### src/rtl/xswitch_src_tx.sv
// xswitch_src_tx: queues user commands and presents them one at a time to a
// switch source port using a wr_en / data_rcv handshake.
//
// Parameters
//   DEPTH   : command queue entries (power of 2, 2..16)
//   TIMEOUT : REQ cycles without data_rcv before the head is abandoned
// Optional feature (macro XSW_TX_TIMEOUT_EN): REQ timeout with timeout_err
//   pulse. Without the macro REQ waits indefinitely and timeout_err is 0.
//
// Ports
//   clk, reset          : clock, asynchronous active-low reset
//   cmd_valid/addr/data : user command in, accepted when cmd_ready=1
//   cmd_ready           : queue has room
//   addr_in, data_in    : head command presented to the switch (0 outside REQ)
//   wr_en               : write request to the switch
//   data_rcv            : switch acknowledge, honoured only in REQ
//   fifo_full           : switch FIFO full, blocks starting a new request
//   busy                : queue non-empty or FSM not idle
//   timeout_err         : one-cycle pulse when a write is abandoned
//   sent_cnt            : acknowledged writes (wraps)
module xswitch_src_tx #(
  parameter int unsigned DEPTH   = 4,
  parameter int unsigned TIMEOUT = 16
) (
  input  logic        clk,
  input  logic        reset,
  input  logic        cmd_valid,
  input  logic [3:0]  cmd_addr,
  input  logic [7:0]  cmd_data,
  output logic        cmd_ready,
  output logic [3:0]  addr_in,
  output logic [7:0]  data_in,
  output logic        wr_en,
  input  logic        data_rcv,
  input  logic        fifo_full,
  output logic        busy,
  output logic        timeout_err,
  output logic [15:0] sent_cnt
);

  localparam int unsigned PTR_W = (DEPTH > 1) ? $clog2(DEPTH) : 1;
  localparam int unsigned CNT_W = $clog2(DEPTH + 1);
  localparam int unsigned TMO_W = $clog2(TIMEOUT + 1);

`ifdef XSW_TX_TIMEOUT_EN
  localparam bit TMO_EN = 1'b1;
`else
  localparam bit TMO_EN = 1'b0;
`endif

  typedef struct packed {
    logic [3:0] addr;
    logic [7:0] data;
  } cmd_t;

  typedef enum logic [1:0] {
    IDLE = 2'd0,
    REQ  = 2'd1,
    GAP  = 2'd2
  } state_e;

  state_e             state_q, state_d;
  cmd_t               mem_q [DEPTH];
  logic [PTR_W-1:0]   wr_ptr_q, wr_ptr_d;
  logic [PTR_W-1:0]   rd_ptr_q, rd_ptr_d;
  logic [CNT_W-1:0]   count_q, count_d;
  logic [TMO_W-1:0]   tmo_q, tmo_d;
  logic               cmd_ready_q, cmd_ready_d;
  logic               wr_en_q, wr_en_d;
  logic [3:0]         addr_q, addr_d;
  logic [7:0]         data_q, data_d;
  logic               busy_q, busy_d;
  logic               timeout_q, timeout_d;
  logic [15:0]        sent_cnt_q, sent_cnt_d;

  logic               push, pop, ack;
  cmd_t               cmd_in, head;

  assign cmd_in = {cmd_addr, cmd_data};
  assign push   = cmd_valid & cmd_ready_q;
  // An empty queue being written this cycle lets IDLE launch the new command
  // directly, giving accept-to-wr_en latency of one cycle.
  assign head   = (count_q != '0) ? mem_q[rd_ptr_q] : cmd_in;

  // Next-state and registered-output logic
  always_comb begin
    state_d   = state_q;
    pop       = 1'b0;
    ack       = 1'b0;
    timeout_d = 1'b0;
    tmo_d     = tmo_q;
    addr_d    = '0;
    data_d    = '0;
    unique case (state_q)
      IDLE: begin
        if (((count_q != '0) || push) && !fifo_full) begin
          state_d = REQ;
          addr_d  = head.addr;
          data_d  = head.data;
          tmo_d   = '0;
        end
      end
      REQ: begin
        addr_d = addr_q;
        data_d = data_q;
        // An acknowledge on the final allowed cycle wins over the timeout.
        if (data_rcv) begin
          pop     = 1'b1;
          ack     = 1'b1;
          state_d = GAP;
          addr_d  = '0;
          data_d  = '0;
        end else if (TMO_EN && (tmo_q == TMO_W'(TIMEOUT - 1))) begin
          pop       = 1'b1;
          timeout_d = 1'b1;
          state_d   = GAP;
          addr_d    = '0;
          data_d    = '0;
        end else if (TMO_EN) begin
          tmo_d = tmo_q + TMO_W'(1);
        end
      end
      GAP: begin
        state_d = IDLE;
      end
      default: begin
        state_d = IDLE;
      end
    endcase

    wr_ptr_d = push ? (wr_ptr_q + PTR_W'(1)) : wr_ptr_q;
    rd_ptr_d = pop  ? (rd_ptr_q + PTR_W'(1)) : rd_ptr_q;
    unique case ({push, pop})
      2'b10:   count_d = count_q + CNT_W'(1);
      2'b01:   count_d = count_q - CNT_W'(1);
      default: count_d = count_q;
    endcase

    sent_cnt_d  = ack ? (sent_cnt_q + 16'd1) : sent_cnt_q;
    wr_en_d     = (state_d == REQ);
    cmd_ready_d = (count_d != CNT_W'(DEPTH));
    busy_d      = (count_d != '0) || (state_d != IDLE);
  end

  // Control and output registers
  always_ff @(posedge clk or negedge reset) begin
    if (!reset) begin
      state_q     <= IDLE;
      wr_ptr_q    <= '0;
      rd_ptr_q    <= '0;
      count_q     <= '0;
      tmo_q       <= '0;
      cmd_ready_q <= 1'b1;
      wr_en_q     <= 1'b0;
      addr_q      <= '0;
      data_q      <= '0;
      busy_q      <= 1'b0;
      timeout_q   <= 1'b0;
      sent_cnt_q  <= '0;
    end else begin
      state_q     <= state_d;
      wr_ptr_q    <= wr_ptr_d;
      rd_ptr_q    <= rd_ptr_d;
      count_q     <= count_d;
      tmo_q       <= tmo_d;
      cmd_ready_q <= cmd_ready_d;
      wr_en_q     <= wr_en_d;
      addr_q      <= addr_d;
      data_q      <= data_d;
      busy_q      <= busy_d;
      timeout_q   <= timeout_d;
      sent_cnt_q  <= sent_cnt_d;
    end
  end

  // Queue storage; contents are don't-care while the occupancy is zero
  always_ff @(posedge clk) begin
    if (push) begin
      mem_q[wr_ptr_q] <= cmd_in;
    end
  end

  assign cmd_ready   = cmd_ready_q;
  assign wr_en       = wr_en_q;
  assign addr_in     = addr_q;
  assign data_in     = data_q;
  assign busy        = busy_q;
  assign timeout_err = timeout_q;
  assign sent_cnt    = sent_cnt_q;

endmodule
### config.mk
export PLATFORM = sky130hd
export DESIGN_NAME = xswitch_src_tx
export DESIGN_NICKNAME = d
export VERILOG_FILES = /design/src/rtl/xswitch_src_tx.sv
export SDC_FILE = /design/constraint.sdc
export NUM_CORES = 1
export LEC_CHECK = 0
export CORE_MARGIN = 2
export CORE_UTILIZATION = 55
export CTS_BUF_LIST = sky130_fd_sc_hd__clkbuf_8
export DETAILED_ROUTE_END_ITERATION = 10
export HOLD_SLACK_MARGIN = 0.02
export MAX_ROUTING_LAYER = met4
export PLACE_DENSITY = 0.77
export REMOVE_ABC_BUFFERS = 1
export SETUP_SLACK_MARGIN = 0.5
export SLEW_MARGIN = 40
export SYNTH_ARGS = -nofsm -noshare
export SYNTH_HDL_FRONTEND = slang
export SYNTH_SLANG_ARGS = --single-unit
### constraint.sdc
create_clock -name clk -period 2.6 [get_ports clk]
set_input_delay 0.52 -clock clk [delete_from_list [all_inputs] [get_ports clk]]
set_output_delay 0.52 -clock clk [all_outputs]
set_load 0.1 [all_outputs]
# Yosys cells after proc, flatten, opt, wreduce, memory -nomap -nowiden
# Memories as Yosys holds them, arrays and structs flattened.
# Cells that the tools add are included.
[totals]
output_inout_bits = 32
input_bits = 17
reg_bits = 40
n_memories = 1
mem_bits_rw = 48
elab_cells = 46
[mem_list]
columns = ["name", "depth", "width", "rd", "rd_ports_with_merged_regs", "wr", "line_no", "text"]
rows = [
  ["mem_q", 4, 12, 1, 0, 1, "63", "cmd_t mem_q [DEPTH];"],
]
[op_classes]
add_sub_neg = 5
bitwise = 1
eq_ne = 6
mux = 15
reduce_logical = 8
[ops]
columns = ["operator", "count"]
rows = [
  ["$add 16x1->16 const B", 1],
  ["$mux 8", 2],
  ["$pmux 8 s2", 1],
  ["$mux 12", 1],
  ["$mux 4", 2],
  ["$pmux 4 s2", 1],
  ["$eq 2x1->1 const B", 3],
  ["$pmux 3 s2", 1],
  ["$reduce_bool 3->1", 2],
  ["$add 2x1->2 const B", 2],
  ["$mux 1", 4],
  ["$mux 2", 2],
  ["$pmux 2 s2", 1],
  ["$add 3x1->3 const B", 1],
  ["$ne 3x3->1 const B", 1],
  ["$sub 3x1->3 const B", 1],
  ["$eq 2x2->1 const B", 1],
  ["$logic_not 2->1", 1],
  ["$logic_or 1x1->1", 2],
  ["$ne 2x2->1 const B", 1],
  ["$reduce_bool 2->1", 1],
  ["$and 1x1->1", 1],
  ["$logic_and 1x1->1", 1],
  ["$logic_not 1->1", 1],
]

# Logic depth before layout (Yosys ltp)
[depth]
ltp_word = 7
ltp_mapped = 8
mapped_depth_nobuf = 7

# Worst setup path before layout
# Ideal clock, no wire load.
[synth_timing]
path_type = "register -> register"
startpoint = "register sent_cnt_q[0] (netlist: sent_cnt[0])"
endpoint = "register sent_cnt_q[6] (netlist: sent_cnt[6])"
path_slack_ns = 0.409
n_path_buf = 1
path_stages_with_launch = 7
period_less_slack_ns = 2.191
arrival_time_ns = 2.032
required_ns = 2.441
setup_time_ns = 0.159
path_cell_list = "dfrtp_1 > ha_1 > and4b_1 > and2_0 > clkbuf_1 > nand4_1 > xnor2_1"
[synth_via]
elab_chain_cells = 1
[synth_lines]
columns = ["element", "line_no", "text"]
rows = [
  ["start: declaration", "74", "logic [15:0] sent_cnt_q, sent_cnt_d;"],
  ["start signal: assignment", "172", "sent_cnt_q <= sent_cnt_d;"],
  ["$add 16x1->16", "139", "sent_cnt_d = ack ? (sent_cnt_q + 16'd1) : sent_cnt_q;"],
]
# No other way between the ends.
# A chain may end at the register's enable or synchronous reset.

# Worst setup path after layout
[layout_timing]
startpoint = "input port data_rcv"
endpoint = "register busy_q (netlist: busy)"
[layout_via]
elab_chain_cells = 6
elab_cells_between_ends = 10
classes_between = "eq/ne (2); mux (5); reduce/logical (3)"
[layout_lines]
columns = ["element", "line_no", "text"]
rows = [
  ["start: declaration", "34", "input logic data_rcv,"],
  ["$mux 1 *", "107", "if (data_rcv) begin"],
  ["$mux 1 *", "94", "unique case (state_q)"],
  ["$eq 2x1->1 or $eq 2x2->1 (tied branches)", "133", "unique case ({push, pop})"],
  ["$pmux 3 s2 *", "133", ""],
  ["net count_d[2]", "66", "logic [CNT_W-1:0] count_q, count_d;"],
  ["$reduce_bool 3->1 *", "142", "busy_d = (count_d != '0) || (state_d != IDLE);"],
  ["$logic_or 1x1->1 *", "142", ""],
  ["net busy_d", "72", "logic busy_q, busy_d;"],
  ["end signal: assignment", "170", "busy_q <= busy_d;"],
  ["end: declaration", "72", ""],
]
# The timed path passes the listed nets; every way through them passes the cells marked *.

==> run summary <==
The critical-path cell with the highest stage delay was clkdlybuf4s50_1. The die covers 7200 µm². The number of cell instances on the worst register-to-register path works out to 4. Leaving out filler cells and counting taps, the final layout contains 358. Pin placement for this block handled 49 I/O pins. Port buffering added 47 buffers. The delay of the slowest cell on the worst path was 470 ps; the total DRC errors in the routed layout was 0.

The number of antenna diodes in the final layout is 0. TritonCTS built the clock tree. The peak clock frequency supported by timing was 507 MHz; the clock network latency to the later pin of the worst-skew pair was 360 ps. The tool flagged a number of max-cap violations equal to 0.

In this run, synthesis produced a sequential element count of 88. After detailed routing, the average wire length per cell comes to 18.3 µm. The setup path with the least slack is of type input pin to flop. The logs give 4 for the first-pass iteration count of the detailed router and 2830 ps for the data required time at the worst endpoint. The logs give 0 ps for the accumulated negative setup slack and 30.8% for the met2 capacity usage during global routing. The number of warnings issued by yosys is 0. The die is 84.9 µm wide. Summing the areas of all fa, ha and maj instances in the mapped netlist gives 2.30% of the synthesized area.

After floorplanning, the core was divided into 29 placement rows. The tree is rooted in a clkbuf_8. The floorplan step defined a core boundary enclosing 6350 µm². The last weighted congestion value of the routability-driven placer came out at 0.702. The first-pass GRT wire length is 10500 µm, and the number of antenna violations at the first check in global routing is 0.

The count of endpoints failing hold in the final timing report was 0. Once the clock tree was built, the setup fixing pass inserted 0 buffers. End of the worst register-to-register path: addr_in[3]. The die span in y works out to 84.9 µm.

The final layout contains 299 nets. For this run the aggregate overflow at the end of global routing stands at 0. The initial utilization of the core area, before any placement, comes to 56.6%.

The first routing iteration left 158 violations. In the global route stage, met3 resource usage came out at 5.25%. In the post-synthesis netlist, the biggest area contributors are edfxtp_1, dfrtp_1, mux4_2, xnor2_1, a221o_1.

In this run the power density over the cells is 1210 nW/µm². For the count of final max-slew check failures, the log shows 0. The number of clock buffers added by TritonCTS is 9.

Proportion of synthesized flip-flops having asynchronous set or reset: 45.5%. The worst endpoint data arrival time was 2200 ps; the count of different cell masters after synthesis was 35. After filler insertion, the fill cell instance count of the layout stands at 449. The period utilization came out at 75.8%. The cell seen most often among critical-path stages is and3b_1. The detail route stage leaves a number of antenna-violating nets equal to 0. Headroom to the max-slew limit came out at 56.8%. The element type at the critical path end was a flop. The layout overhead on the synthesized area was 19.0%; the static leakage was 1.78 nW.

The number of H-tree branching levels is 3. Across the routed clock network, the largest skew measured is 7.37 ps. Highest ir drop seen on vdd: 643 µV.

Most frequent cell after synthesis: edfxtp_1. Synthesized area per cell: 16.5 µm². The maximum fanout along the worst path is 3. Worst reg2reg path startpoint: rd_ptr_q[0].

Of the post-synthesis cell area, the dominant cell type holds 40.1%. The pin slew with the least headroom to its limit works out to 647 ps. The clock drives 88 sinks. The number of endpoints failing setup at the final stage is 0. The instance count of the mapped netlist is 218, and the routed wire length is 6530 µm. After clock tree synthesis, the clock-pin slew on the worst setup and hold paths is 90 ps. Traced cell by cell, the critical path runs through clkdlybuf4s50_1 > and3b_1 > nand2_1 > fa_2 > and3b_1 > mux2i_1 > xnor2_1 > nand4b_1. The flow ran to the end, and the final reports show no timing, DRC or antenna violations. The number of global-route vias before repair was 2063.

Summing the areas of all compound-gate instances in the mapped netlist gives 4.18% of the synthesized area. Using the TritonRoute via totals, the vias-per-cell ratio works out to 5.78. For the detailed-route via count, the log shows 2069. The parity-gate share of the synthesized area counting xor and xnor cells works out to 5.11%. Count of hold buffers inserted by post-cts repair: 0. The tools report the area of the mapped netlist as 3600 µm². In the synthesized netlist the dominant register cell turns out to be edfxtp_1. The worst hold path belongs to the class input pin to async pin.

The run gives 342 as the placed instance count. The worst setup path is launched from an input pin. The tools report the number of gates given a new drive strength after cts as 0. Counting instances in the post-synthesis netlist gives the leading cell types as edfxtp_1, dfrtp_1, and3_1. The number of flops mapped to enable cells by yosys came out at 48. Entering global routing, the biggest net connects 41 pins. The final critical delay including setup and external delays was 1970 ps; the worst reg-to-reg setup slack was 660 ps. Critical path buffer and inverter count: 1. In this run the most used layer during global routing was met2. The tools report the met1 global-route usage as 26.3%. By area, the combinational part of the netlist is dominated by multiplexers. The sequential cell area fraction in the yosys report is 68.0%.

Measured on the finished design, the core utilization comes to 67.4%. After legalization and detailed placement, the total HPWL measured 4190 µm. The family with the most delay on the worst path is simple AND/OR/NAND/NOR gates. After Yosys synthesis, and, or, nand and nor cells account for 8.91% of the synthesized area. Of the post-synthesis cell area, the part taken by muxes is 9.12%. The clock passes through at most 2 buffers. The fraction of final layout cells with drive strength greater than 1 works out to 24.6%.

Setup repair after global routing left no endpoint under its margin. The largest total area in the synthesized netlist belongs to edfxtp_1. The total global routing track utilization came out at 20.0%.
==> layout by cell type, fill, tap and decap left out, types with 6 or more instances in the layout <==
cell             netlist  layout
nand3_1                6       6
xnor2_1               17      17
clkdlybuf4s50_1        0      14
nand2_1                8       8
clkbuf_8               0       9
mux4_2                 8       8
buf_4                  1      41
dfrtp_1               39      39
nand4_1                6       6
edfxtp_1              48      48
and3_1                18      18
a221o_1               12      12
==> cell type report <==
cell class	instances	area, µm²	area share, %
timing repair buffer	57	480	11.2
clock buffer	9	124	2.89
clock inverter	7	47.5	1.11
inverter	4	15.0	0.351
sequential	88	2440	57.1
multi-input combinational	116	1070	25.1
tap	77	96.3	2.25
==> logic make-up after synthesis <==
family,after synthesis
flops,88
simple gates,55
xor+xnor,21
compound gates,17
mux,16
buf+inv,14
fa+ha+maj,6
other cells,1
==> worst max path at each step <==
stage	startpoint	endpoint	slack (ps)	cells after the start
2_1_floorplan	cmd_ready	addr_in[0]	400	3
3_3_place_gp	data_rcv	busy	240	8
3_5_place_dp	data_rcv	busy	220	8
4_1_cts	cmd_valid	busy	590	8
5_1_grt	data_rcv	busy	540	8
6_report	data_rcv	busy	630	8
==> flip-flops by register name, summed over array words and instances (netlist names) <==
name and count:
wr_en 1, count_q 3, sent_cnt 16, data_in 8, state_q 2, rd_ptr_q 2
cmd_ready 1, wr_ptr_q 2, busy 1, addr_in 4, mem_q 48
==> through the flow <==
stage               power, mW  setup WS (ps)  hold WS (ps)  instance area (µm²)
floorplan                3.77            398           224                 3530
global placement         4.32            243           465                 4100
detailed placement       4.39            220           464                 4100
CTS                      5.21            585           145                 4280
global route             5.43            537           158                 4280
finish                   5.18            628           134                 4280
==> metal layers <==
layer,vias up,wire (µm)
li1,954,-
met1,1052,2950
met2,53,3190
met3,10,284
met4,0,101
met5,-,0
==> power by group <==
group          internal [mW]  total [mW]  switching (mW)
sequential              1.84        2.10           0.264
clock                  0.345       0.830           0.486
combinational          0.718        2.25            1.53
total                   2.90        5.18            2.28
No activity file was read; power rests on OpenSTA's default activity.
